File: config.mk
export PLATFORM = sky130hd
export DESIGN_NAME = debug_unit
export DESIGN_NICKNAME = d
export VERILOG_FILES = /design/src/rtl/mips_debug_pkg.sv /design/src/rtl/debug_tx_serializer.sv /design/src/rtl/debug_unit.sv
export SDC_FILE = /design/constraint.sdc
export NUM_CORES = 1
export LEC_CHECK = 0
export ABC_AREA = 1
export CORE_UTILIZATION = 45
export DETAILED_ROUTE_END_ITERATION = 8
export PLACE_DENSITY = 0.67
export SLEW_MARGIN = 10
export SYNTH_ARGS = -nofsm -noshare
export SYNTH_HDL_FRONTEND = slang
export SYNTH_SLANG_ARGS = --single-unit
File: constraint.sdc
create_clock -name clk -period 1.9 [get_ports clk]
set_input_delay 0.38 -clock clk [delete_from_list [all_inputs] [get_ports clk]]
set_output_delay 0.38 -clock clk [all_outputs]
set_load 0.01 [all_outputs]
File: src/rtl/mips_debug_pkg.sv
`default_nettype none
// ============================================================================
// Module      : mips_debug_pkg
// Description : Shared constants and state encodings for the MIPS host debug
//               unit: command bytes, halt instruction, report length, and
//               the state types of the control FSM and the TX serializer.
// Revision    : 1.0 - initial release
// ============================================================================
package mips_debug_pkg;

  // Host command bytes (ASCII 'L', 'C', 'S')
  localparam logic [7:0] CMD_LOAD = 8'h4C;
  localparam logic [7:0] CMD_CONT = 8'h43;
  localparam logic [7:0] CMD_STEP = 8'h53;

  // Instruction that terminates both program loading and execution
  localparam logic [31:0] HALT_WORD = 32'hFFFF_FFFF;

  // Report = 4 bytes of PC followed by 4 bytes of cycle count
  localparam int REPORT_BYTES = 8;

  typedef enum logic [2:0] {
    IDLE      = 3'd0,
    LOAD      = 3'd1,
    RUN       = 3'd2,
    STEP      = 3'd3,
    SEND      = 3'd4,
    SEND_WAIT = 3'd5
  } dbg_state_t;

  typedef enum logic [1:0] {
    SER_IDLE  = 2'd0,
    SER_DRAIN = 2'd1,
    SER_ISSUE = 2'd2,
    SER_GAP   = 2'd3
  } ser_state_t;

endpackage
`default_nettype wire

File: src/rtl/debug_tx_serializer.sv
`default_nettype none
// ============================================================================
// Module      : debug_tx_serializer
// Description : Sends a 64-bit report MSB byte first through a UART
//               transmitter handshake. Each byte: wait for tx_busy low,
//               strobe tx_start for one cycle, spend one mandatory gap cycle,
//               then wait for tx_busy low again. done pulses once the last
//               byte has been accepted by the transmitter.
// Ports       : clk, reset (async, active-low)
//               start  - one-cycle request, latches report
//               report - 64-bit payload, transmitted MSB byte first
//               tx_busy- transmitter busy
//               tx_data/tx_start - byte and launch strobe to transmitter
//               done   - one-cycle completion pulse
// Revision    : 1.0 - initial release
// ============================================================================
module debug_tx_serializer (
  input  logic        clk,
  input  logic        reset,
  input  logic        start,
  input  logic [63:0] report,
  input  logic        tx_busy,
  output logic [7:0]  tx_data,
  output logic        tx_start,
  output logic        done
);
  import mips_debug_pkg::*;

  ser_state_t  state, state_nxt;
  logic [63:0] shreg;
  logic [3:0]  sent;

  always_ff @(posedge clk or negedge reset) begin
    if (!reset) state <= SER_IDLE;
    else        state <= state_nxt;
  end

  always_ff @(posedge clk or negedge reset) begin
    if (!reset) begin
      shreg <= '0;
      sent  <= '0;
    end else begin
      if (state == SER_IDLE && start) begin
        shreg <= report;
        sent  <= '0;
      end else if (state == SER_ISSUE) begin
        shreg <= {shreg[55:0], 8'h00};
        sent  <= sent + 4'd1;
      end
    end
  end

  // SER_DRAIN doubles as the pre-byte wait and the post-byte wait, so the
  // byte count decides whether another byte goes out or the report is done.
  always_comb begin
    state_nxt = state;
    tx_start  = 1'b0;
    tx_data   = 8'h00;
    done      = 1'b0;
    case (state)
      SER_IDLE: begin
        if (start) state_nxt = SER_DRAIN;
      end
      SER_DRAIN: begin
        if (!tx_busy) begin
          if (sent == 4'(REPORT_BYTES)) begin
            done      = 1'b1;
            state_nxt = SER_IDLE;
          end else begin
            state_nxt = SER_ISSUE;
          end
        end
      end
      SER_ISSUE: begin
        tx_start  = 1'b1;
        tx_data   = shreg[63:56];
        state_nxt = SER_GAP;
      end
      SER_GAP: begin
        state_nxt = SER_DRAIN;
      end
      default: state_nxt = SER_IDLE;
    endcase
  end

endmodule
`default_nettype wire

File: src/rtl/debug_unit.sv
`default_nettype none
// ============================================================================
// Module      : debug_unit
// Description : Host-side control stage in front of the five-stage MIPS
//               pipeline. Loads program words received over UART into
//               instruction memory, runs the pipeline continuously or one
//               step at a time, and reports PC and cycle count back.
// Ports       : clk, reset (async, active-low)
//               rx_data/rx_valid        - received UART byte and strobe
//               tx_busy, tx_data/tx_start - UART transmitter handshake
//               imem_wr_en/addr/wr_data - instruction memory write port
//               pipe_enable, pipe_clear - pipeline advance and clear
//               halt_in, pc_in          - pipeline halt flag and fetch PC
// Revision    : 1.0 - initial release
// ============================================================================
module debug_unit #(
  parameter int              LEN       = 32,
  parameter int              ADDR_W    = 10,
  parameter logic [LEN-1:0]  HALT_WORD = mips_debug_pkg::HALT_WORD
) (
  input  logic              clk,
  input  logic              reset,
  input  logic [7:0]        rx_data,
  input  logic              rx_valid,
  input  logic              tx_busy,
  output logic [7:0]        tx_data,
  output logic              tx_start,
  output logic              imem_wr_en,
  output logic [ADDR_W-1:0] imem_addr,
  output logic [LEN-1:0]    imem_wr_data,
  output logic              pipe_enable,
  output logic              pipe_clear,
  input  logic              halt_in,
  input  logic [LEN-1:0]    pc_in
);
  import mips_debug_pkg::*;

  dbg_state_t        state, state_nxt;
  logic [1:0]        byte_cnt;
  logic [LEN-9:0]    shreg;      // first three bytes of the word in flight
  logic [ADDR_W-1:0] addr_cnt;
  logic [LEN-1:0]    cyc_cnt;
  logic [LEN-1:0]    pc_latch;
  logic              ser_start;
  logic              ser_done;
  logic              load_cmd;
  logic              write_last;
  logic              enter_send;

  assign load_cmd   = (state == IDLE) && rx_valid && (rx_data == CMD_LOAD);
  // Evaluated during the write cycle: HALT ends the program, and the top
  // address ends it too because the counter must not wrap onto word 0.
  assign write_last = imem_wr_en &&
                      ((imem_wr_data == HALT_WORD) || (addr_cnt == {ADDR_W{1'b1}}));
  assign enter_send = ((state == RUN) && halt_in) || (state == STEP);
  assign imem_addr  = addr_cnt;

  always_ff @(posedge clk or negedge reset) begin
    if (!reset) state <= IDLE;
    else        state <= state_nxt;
  end

  always_comb begin
    state_nxt   = state;
    pipe_enable = 1'b0;
    ser_start   = 1'b0;
    case (state)
      IDLE: begin
        if (rx_valid) begin
          if (rx_data == CMD_LOAD)      state_nxt = LOAD;
          else if (rx_data == CMD_CONT) state_nxt = RUN;
          else if (rx_data == CMD_STEP) state_nxt = STEP;
        end
      end
      LOAD: begin
        if (write_last) state_nxt = IDLE;
      end
      RUN: begin
        if (halt_in) state_nxt = SEND;
        else         pipe_enable = 1'b1;
      end
      STEP: begin
        // A pipeline already halted gets no enable pulse.
        pipe_enable = !halt_in;
        state_nxt   = SEND;
      end
      SEND: begin
        ser_start = 1'b1;
        state_nxt = SEND_WAIT;
      end
      SEND_WAIT: begin
        if (ser_done) state_nxt = IDLE;
      end
      default: state_nxt = IDLE;
    endcase
  end

  always_ff @(posedge clk or negedge reset) begin
    if (!reset) begin
      pipe_clear   <= 1'b0;
      imem_wr_en   <= 1'b0;
      imem_wr_data <= '0;
      addr_cnt     <= '0;
      byte_cnt     <= '0;
      shreg        <= '0;
      cyc_cnt      <= '0;
      pc_latch     <= '0;
    end else begin
      pipe_clear <= load_cmd;
      imem_wr_en <= 1'b0;
      if (load_cmd) begin
        addr_cnt <= '0;
        cyc_cnt  <= '0;
        byte_cnt <= '0;
        shreg    <= '0;
      end else begin
        if (state == LOAD && rx_valid) begin
          shreg    <= {shreg[LEN-17:0], rx_data};
          byte_cnt <= byte_cnt + 2'd1;
          if (byte_cnt == 2'd3) begin
            imem_wr_en   <= 1'b1;
            imem_wr_data <= {shreg, rx_data};
          end
        end
        // Address advances after the write cycle has presented it.
        if (imem_wr_en)  addr_cnt <= addr_cnt + ADDR_W'(1);
        if (pipe_enable) cyc_cnt  <= cyc_cnt + LEN'(1);
      end
      if (enter_send) pc_latch <= pc_in;
    end
  end

  debug_tx_serializer u_ser (
    .clk      (clk),
    .reset    (reset),
    .start    (ser_start),
    .report   ({pc_latch, cyc_cnt}),
    .tx_busy  (tx_busy),
    .tx_data  (tx_data),
    .tx_start (tx_start),
    .done     (ser_done)
  );

endmodule
`default_nettype wire

Word level (Yosys, flattened, before mapping)
Index checks and enable logic that the tools add are counted.
{"block": "op_classes", "n_bitwise": 1, "add_sub_neg": 4, "eq_ne": 22, "mux": 35, "n_reduce_logical": 18}
{"cell": "64-bit 2-to-1 mux", "n": 2}
{"cell": "32-bit 2-to-1 mux", "n": 2}
{"cell": "24-bit 2-to-1 mux", "n": 2}
{"cell": "32-bit by 1-bit adder with 32-bit output (second input constant)", "n": 1}
{"cell": "32-bit == test (second input constant)", "n": 1}
{"cell": "8-bit by 7-bit == test with 1-bit output (second input constant)", "n": 3}
{"cell": "3-bit 2-to-1 mux", "n": 7}
{"cell": "10-bit 2-to-1 mux", "n": 2}
{"cell": "3-bit case mux with 6 select lines", "n": 1}
{"cell": "10-bit by 1-bit adder with 10-bit output (second input constant)", "n": 1}
{"cell": "10-bit == test (second input constant)", "n": 1}
{"cell": "2-bit 2-to-1 mux", "n": 5}
{"cell": "2-bit inequality test (second input constant)", "n": 5}
{"cell": "1-bit 2-to-1 mux", "n": 9}
{"cell": "4-bit 2-to-1 mux", "n": 2}
{"cell": "8-bit 2-to-1 mux", "n": 1}
{"cell": "2-bit case mux with 4 select lines", "n": 1}
{"cell": "2-bit nonzero test", "n": 4}
{"cell": "2-bit == test (second input constant)", "n": 3}
{"cell": "3-bit by 2-bit == test with 1-bit output (second input constant)", "n": 2}
{"cell": "3-bit == test (second input constant)", "n": 2}
{"cell": "1-bit logical AND", "n": 6}
{"cell": "5-bit AND reduction", "n": 1}
{"cell": "4-bit by 1-bit adder with 4-bit output (second input constant)", "n": 1}
{"cell": "14 further kinds", "n": 15}
{"block": "totals", "in_bits": 45, "elab_cells": 92, "register_bits": 207}

Longest topological paths before layout
Gate-level depths: netlist of the first run.
{"block": "logic_depth", "depth_word": 6, "mapped_depth": 11, "depth_no_buf": 11}

Hierarchy
Synthesis of the first run repeated with hierarchy kept, for this count alone.
{"block": "unflattened", "hier_cells": 1137, "area_unflattened_um2": 9889.5}
{"mod": "debug_unit", "n_inst": 1, "seq_area_each_um2": 3428.3, "area_per_inst_um2": 6525.0, "cells_per_inst": 728}
{"mod": "debug_tx_serializer", "n_inst": 1, "seq_area_each_um2": 1751.7, "area_per_inst_um2": 3364.5, "cells_per_inst": 409}

Least setup slack after synthesis of the first run
No wires, ideal clock.
{"block": "synth_path", "kind": "register -> output", "from": "reg u_ser.state[0]", "to": "out tx_data[0]", "n_path_buf": 2, "required_time_ns": 1.520, "t_arrival_ns": 1.413, "slack_ns": 0.107, "stages_incl_launch_ff": 7, "path_cell_list": "dfrtp_1 inv_1 ha_1 clkbuf_1 buf_1 nand2_1 inv_1"}
{"block": "synth_via", "elab_chain_cells": 2}
{"element": "from (decl)", "line_no": "debug_tx_serializer.sv:29", "rtl": "ser_state_t state, state_nxt;"}
{"element": "from (signal assigned)", "line_no": "debug_tx_serializer.sv:35", "rtl": "else state <= state_nxt;"}
{"element": "2-bit == test", "line_no": "debug_tx_serializer.sv:60", "rtl": "case (state)"}
{"element": "8-bit 2-to-1 mux", "line_no": "debug_tx_serializer.sv:60"}
{"element": "to (decl)", "line_no": "debug_unit.sv:26", "rtl": "output logic [7:0] tx_data,"}
No other way between the ends.

Final worst setup path of the first run
{"block": "layout_path", "from": "reg addr_cnt[5], in the netlist imem_addr[5]", "to": "out imem_addr[5]"}
{"element": "from (decl)", "line_no": "debug_unit.sv:41", "rtl": "logic [ADDR_W-1:0] addr_cnt;"}
{"element": "from (signal assigned)", "line_no": "debug_unit.sv:126", "rtl": "if (imem_wr_en) addr_cnt <= addr_cnt + ADDR_W'(1);"}
{"element": "to (decl)", "line_no": "debug_unit.sv:29", "rtl": "output logic [ADDR_W-1:0] imem_addr,"}
No word-level cell between the ends.

==> impl_metrics.py, run 1 <==
metrics = {
    "critical_path": {
        "cp_slowest_cell": "clkdlybuf4s50_1",
        "reg2reg_depth": 9,
        "crit_path_end_kind": "output pin",
        "cp.required_ps": 1520,
        "cp.arrival_ps": 1470,
        "rr_endpoint": "cyc_cnt[7]",
        "crit_family": "buffers and inverters",
        "reg2reg_slack_ps": 120,
        "worstPathCellList": "clkdlybuf4s50_1",
        "cp-start-kind": "register",
        "path_max_fanout": 4,
        "path_buf_inv": 1,
        "cp-startpoint": "imem_addr[5]",
        "max_stage_delay_ps": 560,
        "crit_type": "reg -> out",
        "worstReg2RegStart": "state[1]",
    },
    "power_and_ir_drop": {
        "peakVddDrop_mv": 0.959,
        "power_uw": 17100,
        "p_per_area_mw_per_mm2": 1400,
        "leakage_uw": 0.00596,
    },
    "synth": {
        "yosys_warnings": 0,
        "synth_top_area_frac": 0.540,
        "ys_seq_area_frac": 0.540,
        "synthArstFlopShare": 1.00,
        "syn_inst": 1126,
        "synth_top_cell_by_area": "dfrtp_1",
        "synth-edff-count": 0,
        "ys_ff_latch": 207,
        "ys_top_cells_by_area": "dfrtp_1, nand2_1, nand3_1",
        "synth_nets": 1179,
        "ys_types": 43,
        "avgSynthCellArea_sq_um": 8.53,
        "ys.flop_type": "dfrtp_1",
        "netlist_area_sq_mm": 0.00960,
    },
    "place": {
        "dpl.hpwl_mm": 15.7,
        "io_buffers": 98,
        "place.gp.congestion": 0.842,
    },
    "global_routing": {
        "grt_pass1_wl_mm": 38.6,
        "overflow": 0,
        "first_global_vias": 7796,
        "grt_usage": 0.217,
        "antenna_found_initial": 0,
        "grt_start_max_net_pins": 65,
    },
    "clocking": {
        "insertion_delay_ps": 510,
        "cts_root_buffer": "clkbuf_16",
        "cts_max_path_buffers": 3,
        "h-tree-depth": 1,
        "clkSinkCount": 207,
        "cts_tree": "done",
        "cts.clk_slew.worst_paths_ps": 50,
        "numCtsBuffers": 24,
    },
    "floorplanning": {
        "die_h_um": 148,
        "die_w_um": 148,
        "coreArea_sq_mm": 0.0210,
        "dieArea_sq_mm": 0.0219,
        "initial_utilization": 0.458,
        "rows": 53,
        "io_pins": 99,
    },
    "job": {
        "maxCapViolCount": 0,
    },
    "timing": {
        "skew_ps": 8.64,
        "worst_pin_slew_ps": 498,
        "slew_violations": 0,
        "slew_headroom": 0.668,
        "fin_crit_ps": 1850,
        "period_share": 0.974,
        "finalSetupViolCount": 0,
        "fmax_ghz": 0.541,
        "hold_viol": 0,
    },
    "routing": {
        "drt_wl_total_mm": 23.1,
        "ant_nets": 0,
        "vias_per_cell": 5.15,
        "drc": 0,
        "drt-pass1-iter-count": 5,
        "via_count": 8033,
        "wire_per_inst_um": 14.8,
        "drt-initial-drc-count": 506,
    },
    "cells_and_area": {
        "fin_nets": 1323,
        "final_common_cell": "dfrtp_1",
        "antenna_cells": 0,
        "area_growth_pct": 26.7,
        "final_cell_mix": "dfrtp_1, nand2_1, nand3_1",
        "final_util": 0.581,
        "fillCellCount": 1893,
        "drive_gt1_frac": 0.121,
    },
    "worst_hold_path": {
        "hp-class": "in -> async",
    },
    "run_status": {
        "status": "complete, no violations",
    },
}
==> Yosys cell counts (all sizes together) (2+ instances only) <==
library cell and number:
a21oi 46, o22ai 22, buf 42, inv 146, nor3 8, nand4 13
o311ai 3, nand3b 2, xor2 4, o211ai 50, clkbuf 11, a31oi 3
o221ai 2, dfrtp 207, o21ai 64, nand2 204, nand3 144, and3 2
ha 8, nor2 136
==> what timing repair did <==
action                                 4_1_cts  5_1_grt
endpoints found under the hold margin       49        0
gates cloned                                 0        1
resized for setup                           48        8
setup endpoints to repair                   13       38
setup buffers                               10        8
hold buffers                                 1        0
pin swaps                                    2        1
==> metal layers <==
layer / share of wire / up-vias / global-route usage
li1: - / 4002 / -
met1: 0.46 / 3802 / 0.307
met2: 0.47 / 192 / 0.352
met3: 0.050 / 37 / 0.0264
met4: 0.021 / 0 / 0.0598
met5: 0 / - / 0
==> worst max-delay path by stage <==
stage,cells after the start,endpoint
2_1_floorplan,6,tx_data[0]
3_3_place_gp,4,pipe_enable
3_5_place_dp,4,pipe_enable
4_1_cts,6,tx_data[6]
5_1_grt,8,u_ser.sent[3]
6_report,1,imem_addr[5]
==> flip-flops by register name, summed over array words and instances (netlist names) <==
signal        cells
u_ser.shreg      64
cyc_cnt          32
imem_wr_data     32
pc_latch         32
shreg            24
imem_addr        10
u_ser.sent        4
state             3
byte_cnt          2
u_ser.state       2
imem_wr_en        1
pipe_clear        1
==> where the power goes <==
| group | switching, uW | total [uW] | internal (uW) |
|---|---|---|---|
| combinational | 3050 | 5520 | 2470 |
| clock | 1760 | 4620 | 2860 |
| sequential | 926 | 6930 | 6010 |
==> layout make-up <==
cell class / count / area (sq um) / share of cell area
timing repair buffer: 171 / 1660 / 0.136
clock inverter: 8 / 93.8 / 0.00771
inverter: 146 / 553 / 0.0455
sequential: 207 / 5180 / 0.426
clock buffer: 34 / 709 / 0.0583
tap: 275 / 344 / 0.0283
multi-input combinational: 720 / 3620 / 0.298
==> metrics by stage <==
stage | instances | TNS (ps) | setup WS [ps] | hold slack (ps) | instance area, sq um
3_5_place_dp | 1499 | -1530 | -274 | 387 | 11200
5_1_grt | 1561 | -15.9 | -6.37 | 447 | 12200
4_1_cts | 1552 | -33.7 | -33.7 | 428 | 12100
6_report | 1561 | 0 | 50.1 | 410 | 12200
2_1_floorplan | 1126 | 0 | 107 | 84.4 | 9600
3_3_place_gp | 1499 | -910 | -281 | 385 | 11200
==> cells by family (layout without fill, tap and decap cells) <==
group           after synthesis  after routing  synth area share
compound gates              194            194             0.121
xor+xnor                      4              4           0.00365
fa+ha+maj                     8              8            0.0104
buf+inv                     199            359            0.0881
flops                       207            207             0.540
mux                           2              2           0.00222
simple gates                512            512             0.235
No activity file was read; power rests on OpenSTA's default activity.
==> inputs of run 2 (changes only) <==
--- a/config.mk
+++ b/config.mk
@@ -8,8 +8,9 @@
 export ABC_AREA = 1
 export CORE_UTILIZATION = 45
 export DETAILED_ROUTE_END_ITERATION = 8
-export PLACE_DENSITY = 0.67
+export PLACE_DENSITY = 0.66
 export SLEW_MARGIN = 10
 export SYNTH_ARGS = -nofsm -noshare
 export SYNTH_HDL_FRONTEND = slang
+export SYNTH_HIERARCHICAL = 1
 export SYNTH_SLANG_ARGS = --single-unit
==> impl_metrics.py, run 2 <==
metrics = {
    "run_status": {
        "status": "finished, violations left",
        "violations": "setup timing",
    },
    "global_routing": {
        "first_global_vias": 7935,
        "grt_pass1_wl_mm": 39.9,
        "grt_usage": 0.222,
        "overflow": 0,
        "antenna_found_initial": 0,
        "grt_start_max_net_pins": 70,
    },
    "clocking": {
        "h-tree-depth": 1,
        "insertion_delay_ps": 510,
        "cts_tree": "done",
        "cts_root_buffer": "clkbuf_16",
        "cts_max_path_buffers": 3,
        "cts.clk_slew.worst_paths_ps": 70,
        "clkSinkCount": 207,
        "numCtsBuffers": 23,
    },
    "timing": {
        "slew_violations": 0,
        "worst_pin_slew_ps": 376,
        "fin_crit_ps": 1920,
        "fmax_ghz": 0.521,
        "skew_ps": 18.4,
        "tns_ps": -74.8,
        "hold_viol": 0,
        "slew_headroom": 0.748,
        "finalSetupViolCount": 6,
        "period_share": 1.01,
        "setup_ws_ps": -18.6,
        "rsz0062_at_grt": "yes",
    },
    "cells_and_area": {
        "final_util": 0.575,
        "final_cell_mix": "nand2_1, dfrtp_1, nand3_1",
        "antenna_cells": 0,
        "area_growth_pct": 23.7,
        "top_register": "u_ser/shreg",
        "fin_nets": 1320,
        "drive_gt1_frac": 0.145,
        "final_area_sq_mm": 0.0122,
        "fillCellCount": 1901,
        "largest_register_ffs": 64,
        "final_common_cell": "nand2_1",
    },
    "synth": {
        "synth-edff-count": 0,
        "synthArstFlopShare": 1.00,
        "synthTopCellsByCount": "nand2_1, dfrtp_1, nand3_1, nor2_1, inv_1",
        "netlist_area_sq_mm": 0.00989,
        "ys_seq_area_frac": 0.524,
        "syn_inst": 1137,
        "synth_top_area_frac": 0.524,
        "yosys_warnings": 6,
        "avgSynthCellArea_sq_um": 8.70,
        "ys_ff_latch": 207,
        "synth_nets": 1190,
        "ys_types": 40,
        "synth.most_common_cell": "nand2_1",
        "ys.flop_type": "dfrtp_1",
        "ys_top_cells_by_area": "dfrtp_1, nand2_1, nand3_1",
        "synth_top_cell_by_area": "dfrtp_1",
    },
    "routing": {
        "drt-pass1-iter-count": 5,
        "drt_wl_total_mm": 24.3,
        "drt-initial-drc-count": 509,
        "wire_per_inst_um": 15.6,
        "ant_nets": 0,
        "drc": 0,
        "via_count": 8103,
        "vias_per_cell": 5.20,
    },
    "critical_path": {
        "reg2reg_depth": 9,
        "reg2reg_slack_ps": 90,
        "crit_type": "reg -> out",
        "crit_path_end_kind": "output pin",
        "cp-start-kind": "register",
        "cp.arrival_ps": 1540,
        "path_max_fanout": 6,
        "cp.required_ps": 1520,
    },
    "power_and_ir_drop": {
        "power_uw": 16600,
        "peakVddDrop_mv": 0.833,
        "p_per_area_mw_per_mm2": 1350,
        "leakage_uw": 0.00593,
    },
    "worst_hold_path": {
        "hp-class": "in -> async",
    },
    "floorplanning": {
        "dieArea_sq_mm": 0.0226,
        "die_h_um": 150,
        "coreArea_sq_mm": 0.0213,
        "io_pins": 99,
        "rows": 53,
        "die_w_um": 150,
        "initial_utilization": 0.465,
    },
    "place": {
        "placed_area_sq_mm": 0.0113,
        "io_buffers": 98,
        "place.gp.congestion": 0.896,
        "dpl.hpwl_mm": 16.4,
        "dp_slack_ps": -124,
    },
    "job": {
        "maxCapViolCount": 0,
    },
}
## run 2: cell count changes after synthesis, moves of 30 or more
cell      change
inv_1        -50
mux2_1       +30
nand2_1      +91
nand3_1      +35
o211ai_1     -50
## run 2: cell type report
class | instances | area [sq um] | share of cell area
clock buffer | 32 | 649 | 0.0531
clock inverter | 9 | 83.8 | 0.00685
inverter | 102 | 385 | 0.0315
multi-input combinational | 777 | 4010 | 0.327
sequential | 207 | 5180 | 0.424
tap | 275 | 344 | 0.0281
timing repair buffer | 156 | 1590 | 0.130
## run 2: kinds of logic (layout without fill, tap and decap cells)
logic type	count (synthesis)	count (layout)	synth area share
and+or+nand+nor	625	625	0.280
adders and majority gates	8	8	0.0101
DFF	207	207	0.524
xor gates and xnor gates	9	9	0.00797
buffers and inverters	153	299	0.0773
muxes	32	32	0.0364
AOI/OAI and AO/OA	103	103	0.0640
## run 2: power by group
group          total [uW]  leakage [uW]  switching (uW)  internal, uW
Sequential           7010       0.00262            1020          5990
Clock                4320      0.000349            1790          2530
Combinational        5230       0.00296            2800          2430
## run 2: what timing repair did
item / in CTS / in global routing
gates cloned: 1 / 1
gates resized for setup: 57 / 20
buffers inserted: 7 / 4
hold endpoints to repair: 36 / 0
hold buffers: 1 / 0
setup endpoints to repair: 14 / 26
## run 2: worst paths after layout
check	from	to
worst max-delay path	u_ser/state[0]	tx_data[5]
worst min-delay path	reset	imem_wr_data[4]
worst max register to register	u_ser/state[0]	u_ser/shreg[39]
worst min register to register	byte_cnt[0]	byte_cnt[0]
max in group asynchronous	reset	imem_addr[4]
min in group clk	pc_in[29]	pc_latch[29]
## run 2: critical path, cell delays in order, from the launching register on
cell and delay (ps):
dfrtp_1 390, inv_2 90, ha_4 200, buf_8 150, nand2_2 50, inv_1 40
buf_2 110
## run 2: per-stage QoR
step	hold WS [ps]	std cells
after floorplan	84.4	1137
after global placement	339	1504
after detailed placement	342	1504
after CTS	369	1553
after global routing	399	1558
final	369	1558
## run 2: metal layers
metal  vias up  part of all wire  global-route usage
met3        41             0.058              0.0300
li1       3964                 -                   -
met4         0             0.028              0.0722
met1      3852              0.46               0.309
met5         -                 0                   0
met2       246              0.46               0.357
